--- src/rtl/guess_scorer.sv ---
// Bull-and-cow scoring engine: generates a 3-digit secret, scores guesses, tracks tries and win/lose.
// Build option: define BC_FIXED_SECRET_EN to load FIXED_SECRET in GEN instead of drawing from the LFSR.
module guess_scorer #(
    parameter int          MAX_TRIES    = 8,
    parameter logic [15:0] LFSR_SEED    = 16'hACE1,
    parameter logic [11:0] FIXED_SECRET = 12'h123
) (
    input  logic       clk,
    input  logic       reset,
    input  logic [3:0] iNum1,
    input  logic [3:0] iNum2,
    input  logic [3:0] iNum3,
    input  logic       iNumRdy,
    input  logic       iNewGame,
    output logic [1:0] oBulls,
    output logic [1:0] oCows,
    output logic       oResultVld,
    output logic       oInvalid,
    output logic [3:0] oTries,
    output logic       oWin,
    output logic       oLose,
    output logic       oBusy
);
    typedef enum logic [2:0] {GEN, IDLE, CHECK, SCORE, RESULT, DONE} state_t;

    state_t           state_q, state_d;
    logic [15:0]      lfsr_q;
    logic [2:0][3:0]  sec_q, sec_d;     // [0] is the leftmost digit
    logic [2:0][3:0]  g_q, g_d;
    logic [1:0]       gcnt_q, gcnt_d;
    logic [1:0]       idx_q, idx_d;
    logic [1:0]       bull_q, bull_d, cow_q, cow_d;
    logic [1:0]       bulls_q, bulls_d, cows_q, cows_d;
    logic [3:0]       tries_q, tries_d;
    logic             vld_q, vld_d, inv_q, inv_d;
    logic             win_q, win_d, lose_q, lose_d, busy_q, busy_d;
    logic [3:0]       gi;
    logic             bhit, chit, bad_guess;

    wire lfsr_fb = lfsr_q[15] ^ lfsr_q[13] ^ lfsr_q[12] ^ lfsr_q[10];

    always_comb begin
        state_d = state_q;  sec_d  = sec_q;   g_d     = g_q;
        gcnt_d  = gcnt_q;   idx_d  = idx_q;   bull_d  = bull_q;  cow_d = cow_q;
        bulls_d = bulls_q;  cows_d = cows_q;  tries_d = tries_q;
        win_d   = win_q;    lose_d = lose_q;  vld_d   = 1'b0;    inv_d = 1'b0;
        gi      = g_q[idx_q];
        bhit    = (gi == sec_q[idx_q]);
        chit    = 1'b0;
        for (int j = 0; j < 3; j++)
            if (j != int'(idx_q) && gi == sec_q[j]) chit = 1'b1;
        bad_guess = (g_q[0] > 4'd9) || (g_q[1] > 4'd9) || (g_q[2] > 4'd9) ||
                    (g_q[0] == g_q[1]) || (g_q[0] == g_q[2]) || (g_q[1] == g_q[2]);

        case (state_q)
            GEN: begin
`ifdef BC_FIXED_SECRET_EN
                sec_d   = {FIXED_SECRET[3:0], FIXED_SECRET[7:4], FIXED_SECRET[11:8]};
                state_d = IDLE;
`else
                // Only digits already accepted this game take part in the duplicate test.
                if (lfsr_q[3:0] <= 4'd9 &&
                    (gcnt_q == 2'd0 || lfsr_q[3:0] != sec_q[0]) &&
                    (gcnt_q <  2'd2 || lfsr_q[3:0] != sec_q[1])) begin
                    sec_d[gcnt_q] = lfsr_q[3:0];
                    gcnt_d        = gcnt_q + 2'd1;
                    if (gcnt_q == 2'd2) begin
                        gcnt_d  = 2'd0;
                        state_d = IDLE;
                    end
                end
`endif
            end
            IDLE: if (iNumRdy) begin
                g_d     = {iNum3, iNum2, iNum1};
                state_d = CHECK;
            end
            CHECK: if (bad_guess) begin
                inv_d   = 1'b1;
                state_d = IDLE;
            end else begin
                bull_d  = 2'd0;
                cow_d   = 2'd0;
                idx_d   = 2'd0;
                state_d = SCORE;
            end
            SCORE: begin
                bull_d = bull_q + {1'b0, bhit};
                cow_d  = cow_q + {1'b0, chit};
                idx_d  = idx_q + 2'd1;
                if (idx_q == 2'd2) state_d = RESULT;
            end
            RESULT: begin
                bulls_d = bull_q;
                cows_d  = cow_q;
                vld_d   = 1'b1;
                tries_d = tries_q + 4'd1;
                if (bull_q == 2'd3) begin
                    win_d   = 1'b1;
                    state_d = DONE;
                end else if (tries_q + 4'd1 == 4'(MAX_TRIES)) begin
                    lose_d  = 1'b1;
                    state_d = DONE;
                end else begin
                    state_d = IDLE;
                end
            end
            DONE:    ;
            default: state_d = GEN;
        endcase

        // A new game aborts anything in flight, including a result about to be posted.
        if (iNewGame) begin
            state_d = GEN;    gcnt_d = 2'd0;
            tries_d = 4'd0;   win_d  = 1'b0;  lose_d = 1'b0;
            bulls_d = 2'd0;   cows_d = 2'd0;  vld_d  = 1'b0;  inv_d = 1'b0;
        end
        busy_d = (state_d != IDLE);
    end

    always_ff @(posedge clk) begin
        if (reset) begin
            state_q <= GEN;   lfsr_q <= LFSR_SEED;  sec_q   <= '0;  g_q    <= '0;
            gcnt_q  <= '0;    idx_q  <= '0;         bull_q  <= '0;  cow_q  <= '0;
            bulls_q <= '0;    cows_q <= '0;         tries_q <= '0;
            vld_q   <= 1'b0;  inv_q  <= 1'b0;       win_q   <= 1'b0;
            lose_q  <= 1'b0;  busy_q <= 1'b0;
        end else begin
            state_q <= state_d;  lfsr_q <= {lfsr_q[14:0], lfsr_fb};
            sec_q   <= sec_d;    g_q    <= g_d;     gcnt_q  <= gcnt_d;  idx_q <= idx_d;
            bull_q  <= bull_d;   cow_q  <= cow_d;   bulls_q <= bulls_d; cows_q <= cows_d;
            tries_q <= tries_d;  vld_q  <= vld_d;   inv_q   <= inv_d;
            win_q   <= win_d;    lose_q <= lose_d;  busy_q  <= busy_d;
        end
    end

    assign oBulls     = bulls_q;
    assign oCows      = cows_q;
    assign oResultVld = vld_q;
    assign oInvalid   = inv_q;
    assign oTries     = tries_q;
    assign oWin       = win_q;
    assign oLose      = lose_q;
    assign oBusy      = busy_q;
endmodule

--- config.mk ---
export PLATFORM = sky130hd
export DESIGN_NAME = guess_scorer
export DESIGN_NICKNAME = d
export VERILOG_FILES = /design/src/rtl/guess_scorer.sv
export SDC_FILE = /design/constraint.sdc
export NUM_CORES = 1
export LEC_CHECK = 0
export BUFFER_PORTS_ARGS = -buffer_cell sky130_fd_sc_hd__buf_2
export CAP_MARGIN = 20
export CORE_MARGIN = 3
export CORE_UTILIZATION = 50
export CTS_CLUSTER_SIZE = 20
export DETAILED_ROUTE_END_ITERATION = 10
export PLACE_DENSITY_LB_ADDON = 0.15
export SYNTH_ARGS = -nofsm -noshare
export SYNTH_HDL_FRONTEND = slang
export SYNTH_SLANG_ARGS = --single-unit
--- constraint.sdc ---
create_clock -name clk -period 2.15 [get_ports clk]
set_input_delay 0.1075 -clock clk [delete_from_list [all_inputs] [get_ports clk]]
set_output_delay 0.1075 -clock clk [all_outputs]
set_load 0.05 [all_outputs]
==> results_dict.tcl <==
set metrics [dict create \
    synth.top_cell.area_share 0.4312 \
    root_buffer "clkbuf_8" \
    cp.arrival_ns 2.66 \
    path_class "reg2reg" \
    grt_pass1_vias 2413 \
    setup_viol_count_final 4 \
    dr_total_vias 2514 \
    required_ns 2.42 \
    finalNonFillerCells 480 \
    htreeDepth 3 \
    hp-class "in2reg" \
    die_x_um 83.09 \
    dieArea_um2 6904 \
    yosysWarnings 0 \
    status "complete, but fails checks" \
    synth_common_cells "64 x dfxtp_1, 51 x nand2_1, 28 x a21oi_1, 27 x nor2_1, 22 x xor2_1" \
    violations "negative setup slack" \
    diodes 0 \
    drc 0 \
    fin_ws_ns -0.2442 \
    worst_pin_slew_ns 0.5523 \
    hold_slack_ns 0.002950 \
    tritoncts "built" \
    antenna_left 0 \
    first_pass_iters 4 \
    syn_area_um2 2972 \
    cts_buffers 9 \
    syn_nets 365 \
    drive_above_1_share 0.2745 \
    vias_per_cell 5.238 \
    floorplan.die.height_um 83.09 \
    clockPowerShare 0.421 \
    nNetsFinal 427 \
    synth.most_common_cell "dfxtp_1" \
    rsz0062_at_grt "true" \
    startpoint_type "register" \
    report.final.slew_viol_count 0 \
    maxCapViolations 0 \
    synth_cells 342 \
    dp_hpwl_um 4693 \
    power_density_nw_per_um2 663.1 \
    p_leak_nw 1.612 \
    clock.fmax_ghz 0.4177 \
    slew_headroom 0.6305 \
    seqPwrFrac 0.497 \
    combPwrFrac 0.082 \
    synth_edf_count 0 \
    area_growth_pct 28.51 \
    critPathMaxFanout 5 \
    p_sw_frac 0.2298 \
    gp_congestion 0.8936 \
    async_flop_share 0 \
    cts.clk_slew.worst_paths_ns 0.07 \
    grt_pass1_wl_um 11790 \
    grt_overflow 0 \
    fin_skew_ns 0.01068 \
    crit_path_end_kind "register" \
    synth-seq-area-share 0.4312 \
    intPower_w 0.001950 \
    synth_ff_type "dfxtp_1" \
    port_buffers 28 \
    synth_area_leaders "dfxtp_1 43%, xor2_1 6.5%, nand2_1 6.4%, mux2i_1 5.4%, a21oi_1 4.7%" \
    grtUsageTotal 0.2086 \
    rows 27 \
    core_um2 5642 \
    drt-initial-drc-count 100 \
    avgSynthCellArea_um2 8.689 \
    initial_core_util 0.5267 \
    wl_per_cell_um 14.29 \
    clk_path_buf_depth 2 \
    clkSinkCount 64 \
    antenna_found_initial 0 \
    clock_latency_ns 0.34 \
    vdd.ir_drop.worst_v 0.0005430 \
    synth.distinct_cells 45 \
    final.period_utilization 1.114 \
    p_sw_w 0.0005819 \
    pin_count 29 \
    grt_max_degree 49 \
    wl_um 6858 \
    hold_viol 0 \
    ys_ff_latch 64 \
    finalCriticalPeriod_ns 2.394 \
    dp.cells 454 \
    synth_top_area_cell "dfxtp_1" \
]
cell usage in the layout, fill, tap and decap left out, types with 6 or more instances in the layout:
master / netlist / final
dfxtp_1: 64 / 60
nand2_1: 51 / 51
buf_4: 0 / 30
buf_2: 3 / 28
nor2_1: 27 / 27
a21oi_1: 28 / 27
xor2_1: 22 / 22
mux2i_1: 16 / 12
clkbuf_8: 0 / 12
xnor2_1: 11 / 11
or2_2: 13 / 10
nor2b_1: 9 / 9
dlygate4sd3_1: 0 / 9
inv_1: 8 / 8
o22ai_1: 8 / 7
o21ai_0: 7 / 7
nand2b_1: 6 / 6
ha_1: 7 / 6
flip-flops by register name (all words and copies together) (netlist names):
signal and cells:
oBulls 2, sec_q 12, state_q 3, oWin 1, g_q 12, oCows 2
oBusy 1, oResultVld 1, oTries 4, bull_q 2, gcnt_q 2, oLose 1
idx_q 2, oInvalid 1, lfsr_q 16, cow_q 2
stage by stage:
stage | util | worst slack, ns | setup TNS [ns] | area, µm² | total power [W]
4_1_cts | 0.6704 | -0.1764 | -0.5322 | 3782 | 0.002548
3_3_place_gp | 0.5948 | -0.1607 | -0.5414 | 3356 | 0.001469
5_1_grt | 0.6769 | -0.3518 | -1.236 | 3819 | 0.002631
6_report | 0.6769 | -0.2442 | -0.7216 | 3819 | 0.002532
3_5_place_dp | 0.5948 | -0.2379 | -0.8053 | 3356 | 0.001470
2_1_floorplan | - | -0.02517 | -0.02517 | 2979 | 0.001413
worst paths after layout:
path                             endpoint  slack [ns]  cells after the start       from
worst max register to register  bull_q[1]       -0.24                     10   idx_q[1]
worst max-delay path            bull_q[1]       -0.24                     10   idx_q[1]
worst min-delay path               g_q[9]       0.003                      3   iNum3[1]
worst min register to register  lfsr_q[6]        0.42                      1  lfsr_q[5]
routing by layer:
metal / wire length [µm] / share of wire / track usage / vias to the layer above
met5: 0 / 0 / 0 / -
met4: 140 / 0.020 / 0.09212 / 0
met3: 183 / 0.027 / 0.03869 / 13
met2: 3192 / 0.47 / 0.3251 / 34
met1: 3342 / 0.49 / 0.2815 / 1186
li1: - / - / - / 1281
area by class of cell:
class,count,area (µm²)
inverters,8,30.03
clock inverters,3,40.04
well taps,72,90.09
fillers,461,1823
clock buffers,12,165.2
multi-input cells,253,1738
repair buffers,68,466.7
flip-flops and latches,64,1289
cells by family after synthesis:
family                   share of synthesized area
AND/OR/NAND/NOR                             0.2257
multiplexers                               0.05389
AO/OA/AOI/OAI                               0.1293
flip-flops                                  0.4312
adder cells (fa/ha/maj)                    0.02947
XOR/XNOR                                   0.09726
buffers and inverters                      0.03326
worst max-delay path, cell delays in order (launching register included):
cell and delay [ns]:
dfxtp_4 0.43, mux2i_4 0.30, or2_4 0.15, o22ai_1 0.07, or3b_4 0.41, a221o_1 0.31, a21oi_2 0.13, ha_1 0.17
nand2_1 0.06, xor2_1 0.16, nor3_1 0.12
what timing repair did:
action                                  4_1_cts  5_1_grt
pin swaps                                     9        2
endpoints found under the hold margin         9        0
endpoints found under the setup margin        4        7
gates resized for setup                      22        8
setup buffers                                 1        1
hold buffers                                  9        0
power groups by stage:
stage	clock network (W)	logic (W)	registers, W
final	0.00107	0.000207	0.00126
after CTS	0.00109	0.000205	0.00126
after detailed placement	0	0.000185	0.00129
after floorplan	0	0.000138	0.00128
after global routing	0.00114	0.000230	0.00126
after global placement	0	0.000184	0.00129
(Power assumes the default switching activity.)
